## config.mk

```make
export PLATFORM = sky130hd
export DESIGN_NAME = dequantize_loader
export DESIGN_NICKNAME = d
export VERILOG_FILES = /design/src/rtl/dequantize_loader.sv
export SDC_FILE = /design/constraint.sdc
export NUM_CORES = 1
export LEC_CHECK = 0
export BUFFER_PORTS_ARGS = -buffer_cell sky130_fd_sc_hd__buf_2
export CAP_MARGIN = 20
export CORE_UTILIZATION = 40
export CTS_CLUSTER_DIAMETER = 100
export DETAILED_ROUTE_END_ITERATION = 10
export PLACE_DENSITY_LB_ADDON = 0.1
export SYNTH_ARGS = -nofsm -noshare
export SYNTH_HDL_FRONTEND = slang
export SYNTH_SLANG_ARGS = --single-unit
```

## constraint.sdc

```tcl
create_clock -name clk -period 2.3 [get_ports clk]
set_input_delay 0.345 -clock clk [delete_from_list [all_inputs] [get_ports clk]]
set_output_delay 0.345 -clock clk [all_outputs]
set_load 0.02 [all_outputs]
```

## src/rtl/dequantize_loader.sv

```systemverilog
// ============================================================================
// dequantize_loader : assembles packed SRAM beats into sign-extended
//                     accumulator-width rows for a systolic array.
// Rev 1.0
// ============================================================================
`default_nettype none

module dequantize_loader #(
    parameter int ARRAY_SIZE        = 8,
    parameter int SRAM_DATA_WIDTH   = 32,
    parameter int DATA_WIDTH        = 8,
    parameter int OUTPUT_DATA_WIDTH = 16
) (
    input  logic                                     clk,
    input  logic                                     rst,
    input  logic                                     clear,
    input  logic                                     in_valid,
    output logic                                     in_ready,
    input  logic [SRAM_DATA_WIDTH-1:0]               in_data,
    output logic                                     out_valid,
    input  logic                                     out_ready,
    output logic [ARRAY_SIZE*(2*DATA_WIDTH+5)-1:0]   out_data,
    output logic [15:0]                              row_cnt
);

    localparam int ORI_WIDTH = 2*DATA_WIDTH + 5;
    localparam int LPB_RAW   = SRAM_DATA_WIDTH / OUTPUT_DATA_WIDTH;
    localparam int LPB       = (LPB_RAW > 0) ? LPB_RAW : 1;
    localparam int BEATS     = (ARRAY_SIZE / LPB > 0) ? ARRAY_SIZE / LPB : 1;
    localparam int BW        = (BEATS > 1) ? $clog2(BEATS) : 1;
    localparam int ODW       = OUTPUT_DATA_WIDTH;

    localparam logic [BW-1:0] c_LAST_BEAT = BW'(BEATS - 1);

    generate
        if ((SRAM_DATA_WIDTH % OUTPUT_DATA_WIDTH) != 0 || LPB_RAW == 0 ||
            (ARRAY_SIZE % LPB) != 0) begin : g_cfg_check
            $error("dequantize_loader: SRAM word must hold a whole number of values and a row a whole number of beats");
        end
    endgenerate

    logic [BW-1:0]                     beat_q, beat_d;
    logic [ARRAY_SIZE*ODW-1:0]         asm_q, asm_d;
    logic [ARRAY_SIZE*ORI_WIDTH-1:0]   row_ext;
    logic [ARRAY_SIZE*ORI_WIDTH-1:0]   out_data_q, out_data_d;
    logic                              out_valid_q, out_valid_d;
    logic [15:0]                       row_cnt_q, row_cnt_d;

    logic last_beat;
    logic in_fire;
    logic out_fire;

    // Only the final beat can be blocked: it is the one that overwrites the held row.
    assign last_beat = (beat_q == c_LAST_BEAT);
    assign in_ready  = !last_beat || !out_valid_q || out_ready;
    assign in_fire   = in_valid && in_ready;
    assign out_fire  = out_valid_q && out_ready;

    always_comb begin
        asm_d = asm_q;
        if (!clear && in_fire) begin
            for (int k = 0; k < LPB; k++) begin
                asm_d[(int'(beat_q)*LPB + k)*ODW +: ODW] = in_data[k*ODW +: ODW];
            end
        end
    end

    // Built from asm_d so the final beat lands in the row in its own cycle.
    generate
        for (genvar i = 0; i < ARRAY_SIZE; i++) begin : g_lane
            if (ORI_WIDTH > ODW) begin : g_sext
                assign row_ext[i*ORI_WIDTH +: ORI_WIDTH] =
                    {{(ORI_WIDTH-ODW){asm_d[i*ODW + ODW - 1]}}, asm_d[i*ODW +: ODW]};
            end else begin : g_trunc
                assign row_ext[i*ORI_WIDTH +: ORI_WIDTH] = asm_d[i*ODW +: ORI_WIDTH];
            end
        end
    endgenerate

    always_comb begin
        beat_d      = beat_q;
        out_valid_d = out_valid_q;
        out_data_d  = out_data_q;
        row_cnt_d   = row_cnt_q;
        if (clear) begin
            beat_d      = '0;
            out_valid_d = 1'b0;
            row_cnt_d   = '0;
        end else begin
            if (in_fire) begin
                beat_d = last_beat ? '0 : beat_q + BW'(1);
            end
            if (out_fire) begin
                row_cnt_d   = row_cnt_q + 16'd1;
                out_valid_d = 1'b0;
            end
            if (in_fire && last_beat) begin
                out_valid_d = 1'b1;
                out_data_d  = row_ext;
            end
        end
    end

    always_ff @(posedge clk) begin
        if (rst) begin
            beat_q      <= '0;
            asm_q       <= '0;
            out_data_q  <= '0;
            out_valid_q <= 1'b0;
            row_cnt_q   <= '0;
        end else begin
            beat_q      <= beat_d;
            asm_q       <= asm_d;
            out_data_q  <= out_data_d;
            out_valid_q <= out_valid_d;
            row_cnt_q   <= row_cnt_d;
        end
    end

    assign out_valid = out_valid_q;
    assign out_data  = out_data_q;
    assign row_cnt   = row_cnt_q;

endmodule

`default_nettype wire
```

## Word level (Yosys, flattened, before mapping)

Index checks and enable logic that the tools add are counted.

| cells by class | value |
|---|---|
| add/sub/neg operators | 5 |
| multipliers | 0 |
| divide/modulo/power cells | 0 |
| magnitude comparators | 0 |
| equal/unequal tests | 1 |
| shift-type cells | 4 |
| multiplexer cells | 6 |
| bitwise logic cells | 1 |
| reduce and logical (&&, ||, !) cells | 12 |

Operators by type and width:

| kind | count |
|---|---|
| bitwise mux 128 bit | 2 |
| variable shift 16 x 33 -> 128 bit (first input constant) | 2 |
| indexed part select 16 x 33 -> 128 bit | 2 |
| two-way mux 128 bit | 1 |
| negator 7 -> 33 bit | 1 |
| negator 8 -> 33 bit | 1 |
| adder 16 x 1 -> 16 bit (second input constant) | 1 |
| adder 3 x 1 -> 4 bit (second input constant) | 1 |
| logical AND 1 bit | 4 |
| logical NOT 1 bit | 3 |
| adder 2 x 1 -> 2 bit (second input constant) | 1 |
| equality test 2 bit (second input constant) | 1 |
| logical OR 1 bit | 2 |
| two-way mux 1 bit | 2 |
| two-way mux 2 bit | 1 |
| AND reduction 2 bit | 1 |
| nonzero test 2 bit | 1 |
| OR reduction 2 bit | 1 |
| NOT 1 bit | 1 |

| word-level totals | value |
|---|---|
| bits in registers | 310 |
| bits in latches | 0 |
| memory bits (writable) | 0 |
| bits in read-only memories | 0 |
| output and inout port bits | 186 |
| word-level logic and storage cells | 34 |
| memories kept | 0 |

## Logic depth before layout (Yosys ltp)

Gate-level depths: netlist of the first run.

| logic depth | value |
|---|---|
| depth in word-level cells | 7 |
| depth in mapped cells | 8 |
| depth with buffers taken out | 6 |

## Least setup slack after synthesis of the first run

OpenSTA, ideal clock, no wires.

| timing | value |
|---|---|
| path kind | flip-flop to flip-flop |
| start point | reg beat_q[0] |
| end point | reg out_data_q[132] (netlist: out_data[132]) |
| setup time | 0.070 ns |
| data arrival time | 1.982 ns |
| path slack | 0.248 ns |
| stages on the path, launching flop included | 9 |
| path buffers | 2 |
| period minus slack after synthesis | 2.052 ns |
| cells stage by stage | dfxtp_1 > buf_6 > inv_2 > ha_1 > or3_1 > nor4_4 > buf_6 > nand2_2 > a21oi_1 |

| on the way | value |
|---|---|
| longest elaborated chain between the ends | 7 |

RTL lines:

| item | line | RTL |
|---|---|---|
| start: declaration | 42 | `logic [BW-1:0] beat_q, beat_d;` |
| start signal: assignment | 112 | `beat_q <= beat_d;` |
| branches (longest 7 deep; another with negator 8 -> 33 bit) | - |  |
| end signal: assignment | 114 | `out_data_q <= out_data_d;` |
| end: declaration | 45 | `logic [ARRAY_SIZE*ORI_WIDTH-1:0] out_data_q, out_data_d;` |

Several ways; the timed one is not identified.
A chain may end at the register's enable or synchronous reset.

## Worst setup path in the final report of the first run

| timing | value |
|---|---|
| start point | reg beat_q[1] |
| end point | reg out_data_q[130] (netlist: out_data[130]) |

The elaborated chain is that of the path after synthesis.

==> flow_summary.json, run 1 <==
{
  "hold_violations": 0,
  "crit_required_ns": 2.76,
  "vias": 7295,
  "die_w_um": 158.4,
  "clk_latency_ns": 0.53,
  "setup_viol": 0,
  "fp.dieH_um": 158.4,
  "clk_path_buf_depth": 3,
  "postRouteWirelength_um": 24080,
  "grt_pass1_vias": 6616,
  "powerDensity_nw_per_um2": 753.6,
  "drt_drc_violations_left": 0,
  "synth_area_um2": 9781,
  "drt_first_pass_iters": 4,
  "fillers": 2295,
  "critPathKind": "flop to flop",
  "globalRouteOverflowTotal": 0,
  "status": "completed",
  "port_buffers": 222,
  "syn_nets": 1080,
  "cts_tree": "yes",
  "synth_top_area_share_pct": 49.74,
  "htreeDepth": 1,
  "routabilityCongestion": 0.7669,
  "period_share_pct": 89.26,
  "r2r_slack_ns": 0.25,
  "max_freq_mhz": 487.1,
  "cts_made_buffers": 27,
  "totalPowerFinal_uw": 8845,
  "synth-seq-cells": 243,
  "syn2layout_area_growth_pct": 20.01,
  "track_usage_pct": 19.03,
  "worst_pin_slew_ns": 0.6666,
  "drv_slew": 0,
  "max-cap-violations": 0,
  "endpoint_kind": "flop",
  "drt-initial-drc-count": 378,
  "core-area_um2": 23750,
  "clock-sinks": 243,
  "via_per_inst": 4.759,
  "async_reset_ff_share_pct": 0,
  "setup_slack_ns": 0.2470,
  "final.min_clock_period_ns": 2.053,
  "hpwlAfterDp_um": 16200,
  "yosys-top-cells-area": "dfxtp_1 (50%), mux2i_1 (10%), nor2_1 (8.1%), a211oi_1 (7.4%), and2_1 (6.0%)",
  "path_clk_slew_ns": 0.06,
  "synthFlopType": "dfxtp_1",
  "synth-edff-count": 0,
  "worstHoldPathType": "input pin to flop",
  "pre_cts_slack_ns": 0.1634,
  "hold_slack_ns": 0.1064,
  "root_buffer": "clkbuf_16",
  "wl_per_cell_um": 15.71,
  "fin_nets": 1238,
  "final_core_util_pct": 49.42,
  "relSlewSlack_pct": 55.56,
  "peakVddDrop_mv": 0.3945,
  "arrival_ns": 2.52,
  "ant_nets": 0,
  "synth_cell_type_count": 45,
  "die_area_um2": 25080,
  "io_pins": 223,
  "seq_area_frac_synth_pct": 49.74,
  "fin_worst_skew_ns": 0.01535,
  "grt_pass1_wl_um": 37120,
  "cp-start-kind": "flop",
  "antenna_found_initial": 1,
  "worstPathMaxFanout": 16,
  "tns_ns": 0,
  "yosysTopAreaCell": "dfxtp_1",
  "rows": 56,
  "grt_max_degree": 133,
  "synth_area_per_cell_um2": 9.432,
  "p_leak_uw": 0.004756,
  "initial_core_util_pct": 41.18,
  "netlist_instances": 1037,
  "drive_above_1_share_pct": 25.89,
  "rsz0062_at_grt": "no",
  "yosys_warnings": 0
}
## area by class of cell
| class | count | area [µm²] | area share, % |
|---|---|---|---|
| diodes | 1 | 2.502 | 0.02132 |
| clock buffers | 39 | 800.8 | 6.822 |
| clock inverters | 8 | 72.57 | 0.6183 |
| inverters | 3 | 11.26 | 0.09594 |
| multi-input cells | 674 | 4135 | 35.23 |
| flip-flops and latches | 243 | 4865 | 41.45 |
| well taps | 319 | 399.1 | 3.400 |
| repair buffers | 246 | 1451 | 12.37 |
## state kept, by name (all words and copies together), names as in the netlist
signal     cells
beat_q         2
out_valid      1
out_data     128
row_cnt       16
asm_q         96
## cell usage after synthesis, drive strengths merged (3+ instances only)
cell type / count
mux2i: 98
clkbuf: 44
a211oi: 96
buf: 73
ha: 6
and4: 4
dfxtp: 243
xor2: 4
and2: 94
nand2: 77
nor3: 3
nor4: 5
xnor2: 6
nand3: 4
a21oi: 37
nand4: 6
inv: 3
and3: 3
nor2: 211
or3: 4
## cells by family (layout without fill, tap and decap cells)
kind of cell    Yosys count  in the layout  synth area share, %
mux                      98             98                10.03
fa+ha+maj                 6              6               0.7675
buf+inv                 120            296                8.072
xor+xnor                 10             10               0.8954
simple gates            422            422                20.85
flops                   243            243                49.74
other cells               0              1                    0
compound gates          138            138                9.646
## timing repair
action	in CTS	in global routing
setup endpoints to repair	0	21
gates resized for setup	0	2
hold buffers	0	0
buffers inserted	0	0
## critical path: stages (launching register included)
cell     delay [ns]
dfxtp_1        0.42
inv_1          0.15
ha_1           0.38
or3_1          0.43
nor4_4         0.17
buf_6          0.23
nand2_1        0.08
a21oi_1        0.12
## per-layer routing
layer	track usage (%)	routed length (µm)	vias up
li1	-	-	3755
met1	25.26	11080	3334
met2	31.54	11200	178
met3	3.783	1454	28
met4	4.670	348	0
met5	0	0	-
## layout by cell type (no fill, tap or decap), types with 2 or more instances in the layout
| master | count |
|---|---|
| nor2b_1 | 2 |
| clkinv_2 | 5 |
| and4_1 | 4 |
| or3_1 | 4 |
| and3_2 | 3 |
| mux2i_1 | 98 |
| xnor2_1 | 6 |
| nand2_2 | 10 |
| nor4_4 | 3 |
| clkbuf_8 | 8 |
| nand3_1 | 3 |
| dfxtp_1 | 243 |
| nand4_1 | 6 |
| xor2_1 | 4 |
| ha_1 | 6 |
| nor3_1 | 3 |
| and2_1 | 94 |
| buf_6 | 2 |
| a21oi_1 | 37 |
| buf_4 | 11 |
| nand2_1 | 67 |
| nor2_1 | 210 |
| buf_2 | 221 |
| inv_1 | 2 |
| clkbuf_1 | 4 |
| a211oi_1 | 96 |
| nor4_1 | 2 |
| clkbuf_16 | 27 |
| buf_12 | 12 |
## final timing paths
kind | from | end | cells after the start
worst max-delay path | beat_q[1] | out_data[130] | 7
worst min-delay path | in_data[10] | out_data[136] | 3
worst max register to register | beat_q[1] | out_data[130] | 7
worst min register to register | out_data[156] | out_data[156] | 2
## stage by stage
stage               instances  instance area (µm²)
global route             1533                11740
finish                   1533                11740
floorplan                1037                 9781
detailed placement       1485                10860
global placement         1485                10860
CTS                      1532                11730
## report_power, final
part	switching (µW)	leakage (µW)	internal [µW]
Clock	1710	0.000437	2510
Combinational	239	0.00236	134
Sequential	8.31	0.00196	4240
Total	1960	0.00476	6880
Power figures use the tool's default switching activity.
==> run 2, diff against run 1 <==
- CELL_PAD_IN_SITES_DETAIL_PLACEMENT: default -> 0
- CELL_PAD_IN_SITES_GLOBAL_PLACEMENT: default -> 1
- CTS_CLUSTER_DIAMETER: 100 -> 120
==> run 2 against run 1 <==
  * Flip-flop and latch count unchanged
  * Sequential share of layout area increased by 0.71 points
  * Global-route usage up 0.21 points
  * Critical path depth stayed put
  * Highest routed layer unchanged
  * Non-clock buffer count is 6 lower
==> flow_summary.json, run 2 (synthesis gave the netlist of run 1 again) <==
{
  "status": "completed",
  "rsz0062_at_grt": "no",
  "cts_tree": "yes",
  "powerDensity_nw_per_um2": 737.6,
  "antenna-diode-count": 0,
  "fin_nets": 1232,
  "cp-start-kind": "flop",
  "p_leak_uw": 0.004659,
  "final.min_clock_period_ns": 2.108,
  "largest_register_ffs": 128,
  "root_buffer": "clkbuf_16",
  "mostFrequentLayoutCells": "dfxtp_1 (243), buf_2 (221), nor2_1 (210)",
  "met3_usage_pct": 4.001,
  "grt_pass1_wl_um": 37490,
  "drt-initial-drc-count": 354,
  "endpoint_kind": "flop",
  "clk_path_buf_depth": 3,
  "via_per_inst": 4.841,
  "worst_pin_slew_ns": 0.9320,
  "initial_core_util_pct": 41.18,
  "final_common_cell": "dfxtp_1",
  "core-area_um2": 23750,
  "worstHoldPathType": "input pin to flop",
  "relSlewSlack_pct": 37.64,
  "gr-usage-met1_pct": 25.09,
  "arrival_ns": 2.56,
  "worstPathMaxFanout": 16,
  "top_usage_layer": "met2",
  "wl_per_cell_um": 16.00,
  "critPathKind": "flop to flop",
  "fillers": 2381,
  "period_share_pct": 91.63,
  "setup_viol": 0,
  "die_area_um2": 25080,
  "max-cap-violations": 0,
  "grtUsageMet2_pct": 32.62,
  "fin_worst_skew_ns": 0.007521,
  "io_pins": 223,
  "crit_required_ns": 2.75,
  "grt_pass1_vias": 6603,
  "path_clk_slew_ns": 0.06,
  "max_freq_mhz": 474.5,
  "clk_latency_ns": 0.52,
  "vias": 7387,
  "setup_slack_ns": 0.1924,
  "pre_cts_slack_ns": 0.1294,
  "htreeDepth": 1,
  "syn2layout_area_growth_pct": 18.00,
  "tns_ns": 0,
  "drt_drc_violations_left": 0,
  "port_buffers": 222,
  "globalRouteOverflowTotal": 0,
  "drv_slew": 0,
  "ant_nets": 0,
  "post-cts-setup-buffer-count": 0,
  "fp.dieH_um": 158.4,
  "drive_above_1_share_pct": 24.86,
  "die_w_um": 158.4,
  "postRouteWirelength_um": 24420,
  "antenna_found_initial": 0,
  "drt_first_pass_iters": 6,
  "hpwlAfterDp_um": 16490,
  "grt_max_degree": 114,
  "track_usage_pct": 19.24,
  "peakVddDrop_mv": 0.4225,
  "hold_violations": 0,
  "routabilityCongestion": 0.7665,
  "rows": 56,
  "cts_made_buffers": 27,
  "clock-sinks": 243
}
-- run 2: cell count changes in the layout (fill, tap and decap cells not counted) --
cell | before | now
inv_6 | 1 | 0
clkbuf_1 | 4 | 12
clkbuf_8 | 8 | 3
bufinv_16 | 1 | 0
diode_2 | 1 | 0
buf_4 | 11 | 10
clkinv_4 | 1 | 0
buf_12 | 12 | 7
-- run 2: cell type report --
class / count / area, µm² / area share [%]
multi-input cells: 674 / 4135 / 35.83
flip-flops and latches: 243 / 4865 / 42.15
clock buffers: 42 / 762.0 / 6.602
clock inverters: 5 / 25.02 / 0.2168
well taps: 319 / 399.1 / 3.458
repair buffers: 240 / 1344 / 11.64
inverters: 3 / 11.26 / 0.09757
-- run 2: critical path: stages (launching register included) --
cell,delay (ns)
dfxtp_1,0.42
inv_1,0.15
ha_1,0.39
or3_1,0.43
nor4_4,0.14
buf_4,0.30
nand2_1,0.08
a21oi_1,0.12
-- run 2: final timing paths --
check             slack, ns     startpoint             to  depth (start not counted)
setup / recovery       0.19      beat_q[1]  out_data[131]                          7
hold / removal         0.11     in_data[6]  out_data[132]                          3
setup reg to reg       0.19      beat_q[1]  out_data[131]                          7
hold reg to reg        0.45  out_data[151]  out_data[151]                          2
-- run 2: layer usage --
metal / wire [µm] / vias up
met2: 11710 / 174
met3: 1309 / 31
met5: 0 / -
li1: - / 3752
met1: 10990 / 3430
met4: 412 / 0
-- run 2: per-stage QoR --
stage | std cells | cell area, µm² | util (%) | total power, µW | hold slack (ns)
global route | 1526 | 11540 | 48.59 | 8832 | 0.09042
finish | 1526 | 11540 | 48.59 | 8513 | 0.1055
CTS | 1526 | 11540 | 48.57 | 8628 | 0.08796
detailed placement | 1479 | 10750 | 45.26 | 4710 | 0.4454
floorplan | 1037 | 9781 | - | 4570 | 0.4564
global placement | 1479 | 10750 | 45.26 | 4710 | 0.4397
-- run 2: where the power goes --
group	switching [µW]	total (µW)	internal [µW]	leakage, µW
combinational	237	362	125	0.00231
sequential	8.61	4250	4240	0.00196
clock	1650	3900	2250	0.000388
-- run 2: what timing repair did --
| item | 4_1_cts | 5_1_grt |
|---|---|---|
| endpoints found under the setup margin | 0 | 15 |
| hold buffers | 0 | 0 |
| gates resized for setup | 0 | 2 |
==> run 3, diff against run 2 <==
- CORE_UTILIZATION: 40 -> 36
- clock period: 2.3 -> 1.81 ns (I/O delays scaled with it)
==> run 3 against run 2 <==
  * The flow now finishes with violations (negative setup slack)
  * Combinational power increased by 41%
  * Setup slack worse by 0.24 ns
  * Routed wire length grew 7.7%
  * Final cell count increased by 3.9%
  * Sequential power increased by 27%
  * Largest cell class unchanged
==> flow_summary.json, run 3 (synthesis gave the netlist of run 1 again) <==
{
  "status": "finished with violations",
  "violations": "negative setup slack",
  "track_usage_pct": 18.01,
  "antenna-diode-count": 0,
  "setup_viol": 15,
  "hold_violations": 0,
  "p_leak_uw": 0.005074,
  "port_buffers": 222,
  "worstHoldPathType": "input pin to flop",
  "relSlewSlack_pct": 32.76,
  "cp-start-kind": "flop",
  "routabilityCongestion": 0.7961,
  "ant_nets": 0,
  "worst-path-buf-inv": 3,
  "final.min_clock_period_ns": 1.862,
  "postRouteWirelength_um": 26290,
  "critPathKind": "flop to flop",
  "fin_worst_skew_ns": 0.007746,
  "drt-initial-drc-count": 311,
  "root_buffer": "clkbuf_16",
  "worstPathMaxFanout": 8,
  "cts_tree": "yes",
  "arrival_ns": 2.33,
  "powerDensity_nw_per_um2": 907.5,
  "wl_per_cell_um": 16.57,
  "rsz0062_at_grt": "yes",
  "htreeDepth": 1,
  "die_area_um2": 27830,
  "mostFrequentLayoutCells": "dfxtp_1 (241), buf_2 (220), nor2_1 (210)",
  "crit_path_cell_trace": "inv_4 -> ha_4 -> or3_4 -> nor4_4 -> buf_4 -> clkbuf_16 -> nand2_2 -> a21oi_2",
  "cp_slowest_stage_delay_ns": 0.38,
  "via_per_inst": 4.748,
  "fp.dieH_um": 166.8,
  "fillers": 2594,
  "drv_slew": 0,
  "tns_ns": -0.4947,
  "worst_pin_slew_ns": 1.009,
  "max-cap-violations": 0,
  "globalRouteOverflowTotal": 0,
  "crit_slowest_cell": "dfxtp_4",
  "fin_cells": 1586,
  "drive_above_1_share_pct": 32.53,
  "core-area_um2": 26350,
  "fin_nets": 1274,
  "crit_required_ns": 2.28,
  "final_common_cell": "dfxtp_1",
  "syn2layout_area_growth_pct": 28.02,
  "grt_max_degree": 169,
  "placed_cells": 1522,
  "cts_made_buffers": 28,
  "drt_drc_violations_left": 0,
  "endpoint_kind": "flop",
  "clock-sinks": 243,
  "setup_slack_ns": -0.05206,
  "grt_pass1_wl_um": 39720,
  "rows": 59,
  "path_clk_slew_ns": 0.06,
  "grt_pass1_vias": 6957,
  "initial_core_util_pct": 37.11,
  "vias": 7531,
  "drt_first_pass_iters": 4,
  "clk_latency_ns": 0.54,
  "largest_register_ffs": 128,
  "io_pins": 223,
  "period_share_pct": 102.9,
  "peakVddDrop_mv": 0.6186,
  "antenna_found_initial": 0,
  "hpwlAfterDp_um": 17530,
  "crit_family": "simple AND/OR/NAND/NOR gates",
  "die_w_um": 166.8,
  "clk_path_buf_depth": 3,
  "max_freq_mhz": 537.0
}
-- run 3: worst paths after layout --
check                  end  slack [ns]           from  depth (start not counted)
max reg2reg  out_data[130]       -0.05      beat_q[1]                          8
min          out_data[130]        0.03     in_data[4]                          3
max          out_data[130]       -0.05      beat_q[1]                          8
min reg2reg  out_data[160]        0.45  out_data[160]                          2
-- run 3: final cells by class --
cell class	instances	area, µm²	area share, %
Sequential cell	243	4872	38.91
Multi-Input combinational cell	674	4393	35.09
Clock inverter	7	63.81	0.5096
Timing Repair Buffer	281	1926	15.38
Clock buffer	43	828.3	6.615
Tap cell	335	419.2	3.348
Inverter	3	18.77	0.1499
-- run 3: where the power goes --
group          total (µW)  switching [µW]  internal, µW  leakage (µW)
Combinational         511             323           187       0.00267
Clock                5460            2190          3270      0.000442
Sequential           5400            12.0          5380       0.00196
-- run 3: metrics by stage --
| stage | total power, µW | cell area [µm²] | setup slack (ns) | hold WS [ns] | utilization, % |
|---|---|---|---|---|---|
| 6_report | 11360 | 12520 | -0.05206 | 0.02528 | 47.51 |
| 5_1_grt | 11800 | 12520 | -0.1080 | 0.01206 | 47.51 |
| 3_3_place_gp | 6018 | 11170 | -0.09290 | 0.4384 | 42.40 |
| 4_1_cts | 11520 | 12120 | -0.03568 | 0.007141 | 46.00 |
| 2_1_floorplan | 5813 | 9807 | -0.1287 | 0.3984 | - |
| 3_5_place_dp | 6018 | 11170 | -0.1494 | 0.4451 | 42.40 |
-- run 3: metal layers --
metal	share of wire (%)	GRT usage, %	vias up
met4	2.0	4.227	0
met5	0	0	-
li1	-	-	3826
met2	47	30.43	165
met3	3.9	3.256	31
met1	47	23.72	3509
-- run 3: worst register-to-register path, cell delays in order (launching register included) --
cell,delay (ns)
dfxtp_4,0.38
inv_4,0.05
ha_4,0.26
or3_4,0.38
nor4_4,0.21
buf_4,0.18
clkbuf_16,0.17
nand2_2,0.06
a21oi_2,0.11
-- run 3: timing repair --
item / in CTS / in global routing
pin swaps: 0 / 17
hold endpoints to repair: 1 / 0
resized for setup: 13 / 55
setup buffers: 0 / 9
hold buffers: 1 / 0
setup endpoints to repair: 34 / 46
cloned: 0 / 4
